--- src/rtl/seg7_scan_if.sv ---
// Write/commit port and scanned display outputs of seg7_scan_driver.
// The core logic drives the master side; the driver implements the slave side.
interface seg7_scan_if #(
    parameter int NUM_DIGITS = 4
) ();
    localparam int AW = $clog2(NUM_DIGITS);

    logic                  wr_en;
    logic [AW-1:0]         wr_addr;
    logic [3:0]            wr_data;
    logic                  commit;
    logic                  commit_pending;
    logic [6:0]            seg;
    logic [NUM_DIGITS-1:0] dig;
    logic                  frame_done;

    modport master (
        output wr_en, wr_addr, wr_data, commit,
        input  commit_pending, seg, dig, frame_done
    );

    modport slave (
        input  wr_en, wr_addr, wr_data, commit,
        output commit_pending, seg, dig, frame_done
    );
endinterface

--- src/rtl/seg7_scan_driver.sv ---
// Time-multiplexed hex 7-segment driver with shadow/active double buffer and one blank cycle per slot.
// Define SEG7_LZB_EN to blank leading zero digits (digit 0 is always shown).
module seg7_scan_driver #(
    parameter int NUM_DIGITS  = 4,
    parameter int SCAN_DIV    = 1024,
    parameter bit SEG_ACT_LOW = 1'b0,
    parameter bit DIG_ACT_LOW = 1'b0
) (
    input  logic       clk,
    input  logic       rst_n,
    seg7_scan_if.slave bus
);
    localparam int AW = $clog2(NUM_DIGITS);
    localparam int PW = $clog2(SCAN_DIV);
    localparam logic [PW-1:0]         PRES_LAST    = PW'(SCAN_DIV - 1);
    localparam logic [AW-1:0]         IDX_LAST     = AW'(NUM_DIGITS - 1);
    localparam logic [31:0]           NUM_DIGITS_U = 32'(NUM_DIGITS);
    localparam logic [6:0]            SEG_MASK     = SEG_ACT_LOW ? 7'h7F : 7'h00;
    localparam logic [NUM_DIGITS-1:0] DIG_MASK     = DIG_ACT_LOW ? {NUM_DIGITS{1'b1}} : {NUM_DIGITS{1'b0}};

    logic [PW-1:0]              pres_q, pres_d;
    logic [AW-1:0]              idx_q, idx_d;
    logic [NUM_DIGITS-1:0][3:0] shadow_q, shadow_d;
    logic [NUM_DIGITS-1:0][3:0] active_q, active_d;
    logic                       pend_q, pend_d;
    logic [6:0]                 seg_q, seg_d;
    logic [NUM_DIGITS-1:0]      dig_q, dig_d;
    logic                       frame_q, frame_d;
    logic                       wrap_s;
    logic [NUM_DIGITS-1:0]      lzb_s;

    function automatic logic [6:0] hex_to_seg(input logic [3:0] nib);
        case (nib)
            4'h0:    hex_to_seg = 7'h3F;
            4'h1:    hex_to_seg = 7'h06;
            4'h2:    hex_to_seg = 7'h5B;
            4'h3:    hex_to_seg = 7'h4F;
            4'h4:    hex_to_seg = 7'h66;
            4'h5:    hex_to_seg = 7'h6D;
            4'h6:    hex_to_seg = 7'h7D;
            4'h7:    hex_to_seg = 7'h07;
            4'h8:    hex_to_seg = 7'h7F;
            4'h9:    hex_to_seg = 7'h6F;
            4'hA:    hex_to_seg = 7'h77;
            4'hB:    hex_to_seg = 7'h7C;
            4'hC:    hex_to_seg = 7'h39;
            4'hD:    hex_to_seg = 7'h5E;
            4'hE:    hex_to_seg = 7'h79;
            4'hF:    hex_to_seg = 7'h71;
            default: hex_to_seg = 7'h00;
        endcase
    endfunction

`ifdef SEG7_LZB_EN
    logic zero_above_s;

    // Mark digits above 0 whose nibble and every higher nibble are zero.
    always_comb begin
        zero_above_s = 1'b1;
        lzb_s        = '0;
        for (int i = NUM_DIGITS - 1; i > 0; i--) begin
            zero_above_s = zero_above_s & (active_q[i] == 4'h0);
            lzb_s[i]     = zero_above_s;
        end
    end
`else
    assign lzb_s = '0;
`endif

    assign wrap_s = (pres_q == PRES_LAST) && (idx_q == IDX_LAST);

    // Next-state: scan counters, buffers, commit handshake and output images.
    always_comb begin
        shadow_d = shadow_q;
        active_d = active_q;
        pend_d   = pend_q;
        pres_d   = pres_q;
        idx_d    = idx_q;
        seg_d    = SEG_MASK;
        dig_d    = DIG_MASK;
        frame_d  = wrap_s;

        if (bus.wr_en && (32'(bus.wr_addr) < NUM_DIGITS_U)) begin
            shadow_d[bus.wr_addr] = bus.wr_data;
        end else begin
            shadow_d = shadow_q;
        end

        // The frame-boundary copy sees a write landing in the same cycle.
        if (wrap_s && (pend_q || bus.commit)) begin
            active_d = shadow_d;
            pend_d   = 1'b0;
        end else if (bus.commit) begin
            pend_d = 1'b1;
        end else begin
            pend_d = pend_q;
        end

        if (pres_q == PRES_LAST) begin
            pres_d = '0;
            if (idx_q == IDX_LAST) begin
                idx_d = '0;
            end else begin
                idx_d = idx_q + AW'(1'b1);
            end
        end else begin
            pres_d = pres_q + PW'(1'b1);
            idx_d  = idx_q;
        end

        if (pres_q == '0) begin
            seg_d = SEG_MASK;
            dig_d = DIG_MASK;
        end else begin
            seg_d = (lzb_s[idx_q] ? 7'h00 : hex_to_seg(active_q[idx_q])) ^ SEG_MASK;
            dig_d = ({{(NUM_DIGITS - 1){1'b0}}, 1'b1} << idx_q) ^ DIG_MASK;
        end
    end

    // State and registered outputs.
    always_ff @(posedge clk or negedge rst_n) begin
        if (!rst_n) begin
            pres_q   <= '0;
            idx_q    <= '0;
            shadow_q <= '0;
            active_q <= '0;
            pend_q   <= 1'b0;
            seg_q    <= SEG_MASK;
            dig_q    <= DIG_MASK;
            frame_q  <= 1'b0;
        end else begin
            pres_q   <= pres_d;
            idx_q    <= idx_d;
            shadow_q <= shadow_d;
            active_q <= active_d;
            pend_q   <= pend_d;
            seg_q    <= seg_d;
            dig_q    <= dig_d;
            frame_q  <= frame_d;
        end
    end

    assign bus.seg            = seg_q;
    assign bus.dig            = dig_q;
    assign bus.frame_done     = frame_q;
    assign bus.commit_pending = pend_q;
endmodule

--- src/flat_wrapper.sv ---
// flat-port wrapper written by rule: the top's interface ports become plain ports
module seg7_scan_driver_flat 
#(
    parameter int NUM_DIGITS  = 4,
    parameter int SCAN_DIV    = 1024,
    parameter bit SEG_ACT_LOW = 1'b0,
    parameter bit DIG_ACT_LOW = 1'b0
)
  (clk, rst_n, bus_wr_en, bus_wr_addr, bus_wr_data, bus_commit, bus_commit_pending, bus_seg, bus_dig, bus_frame_done);
  seg7_scan_if #(.NUM_DIGITS(NUM_DIGITS)) bus_i ();
  input  logic clk;
  input  logic rst_n;
  input wire logic [$bits(bus_i.wr_en)-1:0] bus_wr_en;
  input wire logic [$bits(bus_i.wr_addr)-1:0] bus_wr_addr;
  input wire logic [$bits(bus_i.wr_data)-1:0] bus_wr_data;
  input wire logic [$bits(bus_i.commit)-1:0] bus_commit;
  output wire logic [$bits(bus_i.commit_pending)-1:0] bus_commit_pending;
  output wire logic [$bits(bus_i.seg)-1:0] bus_seg;
  output wire logic [$bits(bus_i.dig)-1:0] bus_dig;
  output wire logic [$bits(bus_i.frame_done)-1:0] bus_frame_done;
  assign bus_i.wr_en = bus_wr_en;
  assign bus_i.wr_addr = bus_wr_addr;
  assign bus_i.wr_data = bus_wr_data;
  assign bus_i.commit = bus_commit;
  assign bus_commit_pending = bus_i.commit_pending;
  assign bus_seg = bus_i.seg;
  assign bus_dig = bus_i.dig;
  assign bus_frame_done = bus_i.frame_done;
  seg7_scan_driver #(.NUM_DIGITS(NUM_DIGITS), .SCAN_DIV(SCAN_DIV), .SEG_ACT_LOW(SEG_ACT_LOW), .DIG_ACT_LOW(DIG_ACT_LOW)) u_core (.clk(clk), .rst_n(rst_n), .bus(bus_i));
endmodule
--- config.mk ---
export PLATFORM = sky130hd
export DESIGN_NAME = seg7_scan_driver_flat
export DESIGN_NICKNAME = d
export VERILOG_FILES = /design/src/rtl/seg7_scan_if.sv /design/src/rtl/seg7_scan_driver.sv /design/src/flat_wrapper.sv
export SDC_FILE = /design/constraint.sdc
export NUM_CORES = 1
export LEC_CHECK = 0
export ABC_AREA = 1
export CORE_ASPECT_RATIO = 0.7
export CORE_MARGIN = 4
export CORE_UTILIZATION = 52
export CTS_BUF_LIST = sky130_fd_sc_hd__clkbuf_16
export DETAILED_ROUTE_END_ITERATION = 10
export GPL_TIMING_DRIVEN = 1
export PLACE_DENSITY_LB_ADDON = 0.15
export SKIP_CTS_REPAIR_TIMING = 1
export SLEW_MARGIN = 15
export SYNTH_ARGS = -nofsm -noshare
export SYNTH_HDL_FRONTEND = slang
export SYNTH_SLANG_ARGS = --single-unit
--- constraint.sdc ---
create_clock -name clk -period 1.6 [get_ports clk]
set_input_delay 0.16 -clock clk [delete_from_list [all_inputs] [get_ports clk]]
set_output_delay 0.16 -clock clk [all_outputs]
set_load 0.02 [all_outputs]
==> reports/metrics.csv <==
metric,value,unit
status,"complete, no violations",
initial antenna violation count,0,
final non-filler cell total,443,
Synth Area in Simple Gates,24.4,%
Root Buffer Master,clkbuf_16,
ys flop type,dfrtp_1,
Worst slew margin,77.0,%
final wirelength,5.42,mm
Peak VDD IR,0.777,mV
Pleak,1.87,nW
Pwr Density,935,nW/um^2
worst skew pair latency,0.32,ns
Compound-Gate Fraction of Synth Area,10.2,%
WP data required,1.81,ns
Post-Synth Adder-Cell Area,5.35,%
RSZ-0062 raised after global routing,yes,
number of synthesis warnings,0,
Global Route Usage Sum,18.3,%
n_diodes,0,
antenna-violating nets left,0,
final hold violations,0,
Final Max Slew Viols,0,
Hold Path Class,in -> async,
Clock Skew,0.00782,ns
die height,69.5,um
drt wl/cell,12.2,um
worst slew pin tran,0.342,ns
DR vias,2133,
clk sinks,57,
endpoints failing setup,0,
total die area,6660,um^2
max cap viols,0,
top cell type's share of synthesized area,50.8,%
syn_area_per_cell,8.72,um^2
largest fanout on the critical path,6,
count of input and output buffers,22,
Clock Path Buffers,2,
DRC,0,
Vias per Instance,4.81,
fill cell count,403,
final period utilization,95.9,%
crit path kind,reg -> reg,
"top cells by area, synth","dfrtp_1 51%, nand2_1 12%, inv_1 6.4%",
DRT Pass-1 Iters,4,
"EDFF count, synth",0,
post-synthesis xor/xnor area fraction,1.25,%
Yosys reg bits,57,
"Core Util, Final",68.5,%
fmax,652,MHz
post-synth cell types,25,
largest net degree at the start of global routing,58,
"count leader, synth",nand2_1,
post-synthesis mux area share,0,%
CTS Buf Count,9,
Post-synth top cells,"88 x nand2_1, 57 x dfrtp_1, 48 x inv_1",
share of layout cells above drive strength 1,19.1,%
Area Overhead vs Synth,27.6,%
Synth area leader,dfrtp_1,
Final nets,390,
IO Pins,23,
post-synthesis cell count,322,
Site Rows,22,
largest family of logic cells by synthesized area,simple AND/OR/NAND/NOR gates,
minimum clock period,1.53,ns
Post-Syn Area,2810,um^2
Initial Util,53.7,%
first-pass GRT wire length,9.47,mm
Iter 0 DRT Violations,122,
CTS H-Tree Depth,3,
vias in the first global route,2050,
CTS tree,yes,
Mapped Nets,344,
Placed Cells,423,
Clock Pin Slew Worst Setup and Hold Paths,0.05,ns
post-detail-place hpwl,3.76,mm
ys async rst share,100,%
total core area,5230,um^2
CP endpoint kind,flip-flop,
Worst Path Arrival,1.74,ns
"Seq/Total Area, Yosys",50.8,%
Die Span X,95.8,um
Final GP Congestion,0.853,
Tot Pwr,3.35,mW
grt ovf,0,
CP Launch Type,flip-flop,
==> power breakdown <==
part	internal [mW]	switching, mW
clock network	1.01	0.609
logic	0.0793	0.126
registers	1.51	0.0165
total	2.60	0.752
==> metal layers <==
metal / up-vias / share of wire (%) / GRT usage, %
met3: 12 / 5.1 / 5.97
met2: 46 / 43 / 25.3
met5: - / 0 / 0
met1: 976 / 50 / 26.2
li1: 1099 / - / -
met4: 0 / 1.5 / 7.57
==> worst max-delay path, cell delays in order (launching register included) <==
cell	delay, ns
dfrtp_1	0.40
buf_4	0.17
nand3_1	0.12
nand2_4	0.10
inv_2	0.09
ha_2	0.19
nand3_2	0.11
a21oi_1	0.18
nor2_1	0.06
==> sequential cells by signal, summed over array words and instances (netlist names) <==
register	count
u_core.pres_q	10
u_core.shadow_q	16
u_core.bus.dig	4
u_core.bus.frame_done	1
u_core.bus.commit_pending	1
u_core.bus.seg	7
u_core.active_q	16
u_core.idx_q	2
==> kinds of logic after synthesis <==
group | Yosys count
fa+ha+maj | 12
xor+xnor | 4
buf+inv | 54
flops | 57
compound gates | 42
simple gates | 153
==> worst paths after layout <==
path,start,to,slack (ns),depth (start not counted)
hold reg to reg,u_core.active_q[6]$_DFFE_PN0P_,u_core.active_q[6]$_DFFE_PN0P_,0.49,2
setup / recovery,u_core.idx_q[1]$_DFFE_PN0N_,u_core.bus.seg[3]$_DFF_PN0_,0.07,8
setup reg to reg,u_core.idx_q[1]$_DFFE_PN0N_,u_core.bus.seg[3]$_DFF_PN0_,0.07,8
min in group clk,bus_commit,u_core.bus.commit_pending$_DFFE_PN0P_,0.45,3
hold / removal,rst_n,u_core.bus.seg[5]$_DFF_PN0_,0.36,3
max in group asynchronous,rst_n,u_core.active_q[10]$_DFFE_PN0P_,0.97,3
==> stage by stage <==
stage	setup slack, ns	hold slack, ns	area (um^2)	TNS [ns]
floorplan	0.00113	-0.136	2820	0
global placement	0.0562	0.183	3190	0
detailed placement	0.000920	0.190	3190	0
CTS	0.0348	-0.148	3440	0
global route	-0.0237	0.426	3580	-0.221
finish	0.0654	0.365	3580	0
==> placed cells by master (no fill, tap or decap), types with 4 or more instances in the layout <==
cell type,synthesis,layout
ha_1,12,8
nor2_1,21,21
nand2_4,1,4
nand2_1,88,83
o21a_1,12,12
nand3_2,0,6
clkbuf_16,0,9
o21ai_0,10,9
inv_2,1,4
a21oi_1,7,6
nand3_1,31,25
inv_1,48,46
dfrtp_1,57,57
buf_4,2,13
xor2_1,4,4
o21ai_2,12,12
clkdlybuf4s50_1,0,21
nand2_2,3,5
==> area by class of cell <==
type | count | area (um^2) | share of cell area, %
repair buffers | 39 | 374 | 10.4
clock buffers | 9 | 225 | 6.28
inverters | 50 | 188 | 5.24
well taps | 72 | 90.1 | 2.51
multi-input cells | 211 | 1250 | 35.0
clock inverters | 5 | 26.3 | 0.733
flip-flops and latches | 57 | 1430 | 39.8
(Power assumes the default switching activity.)
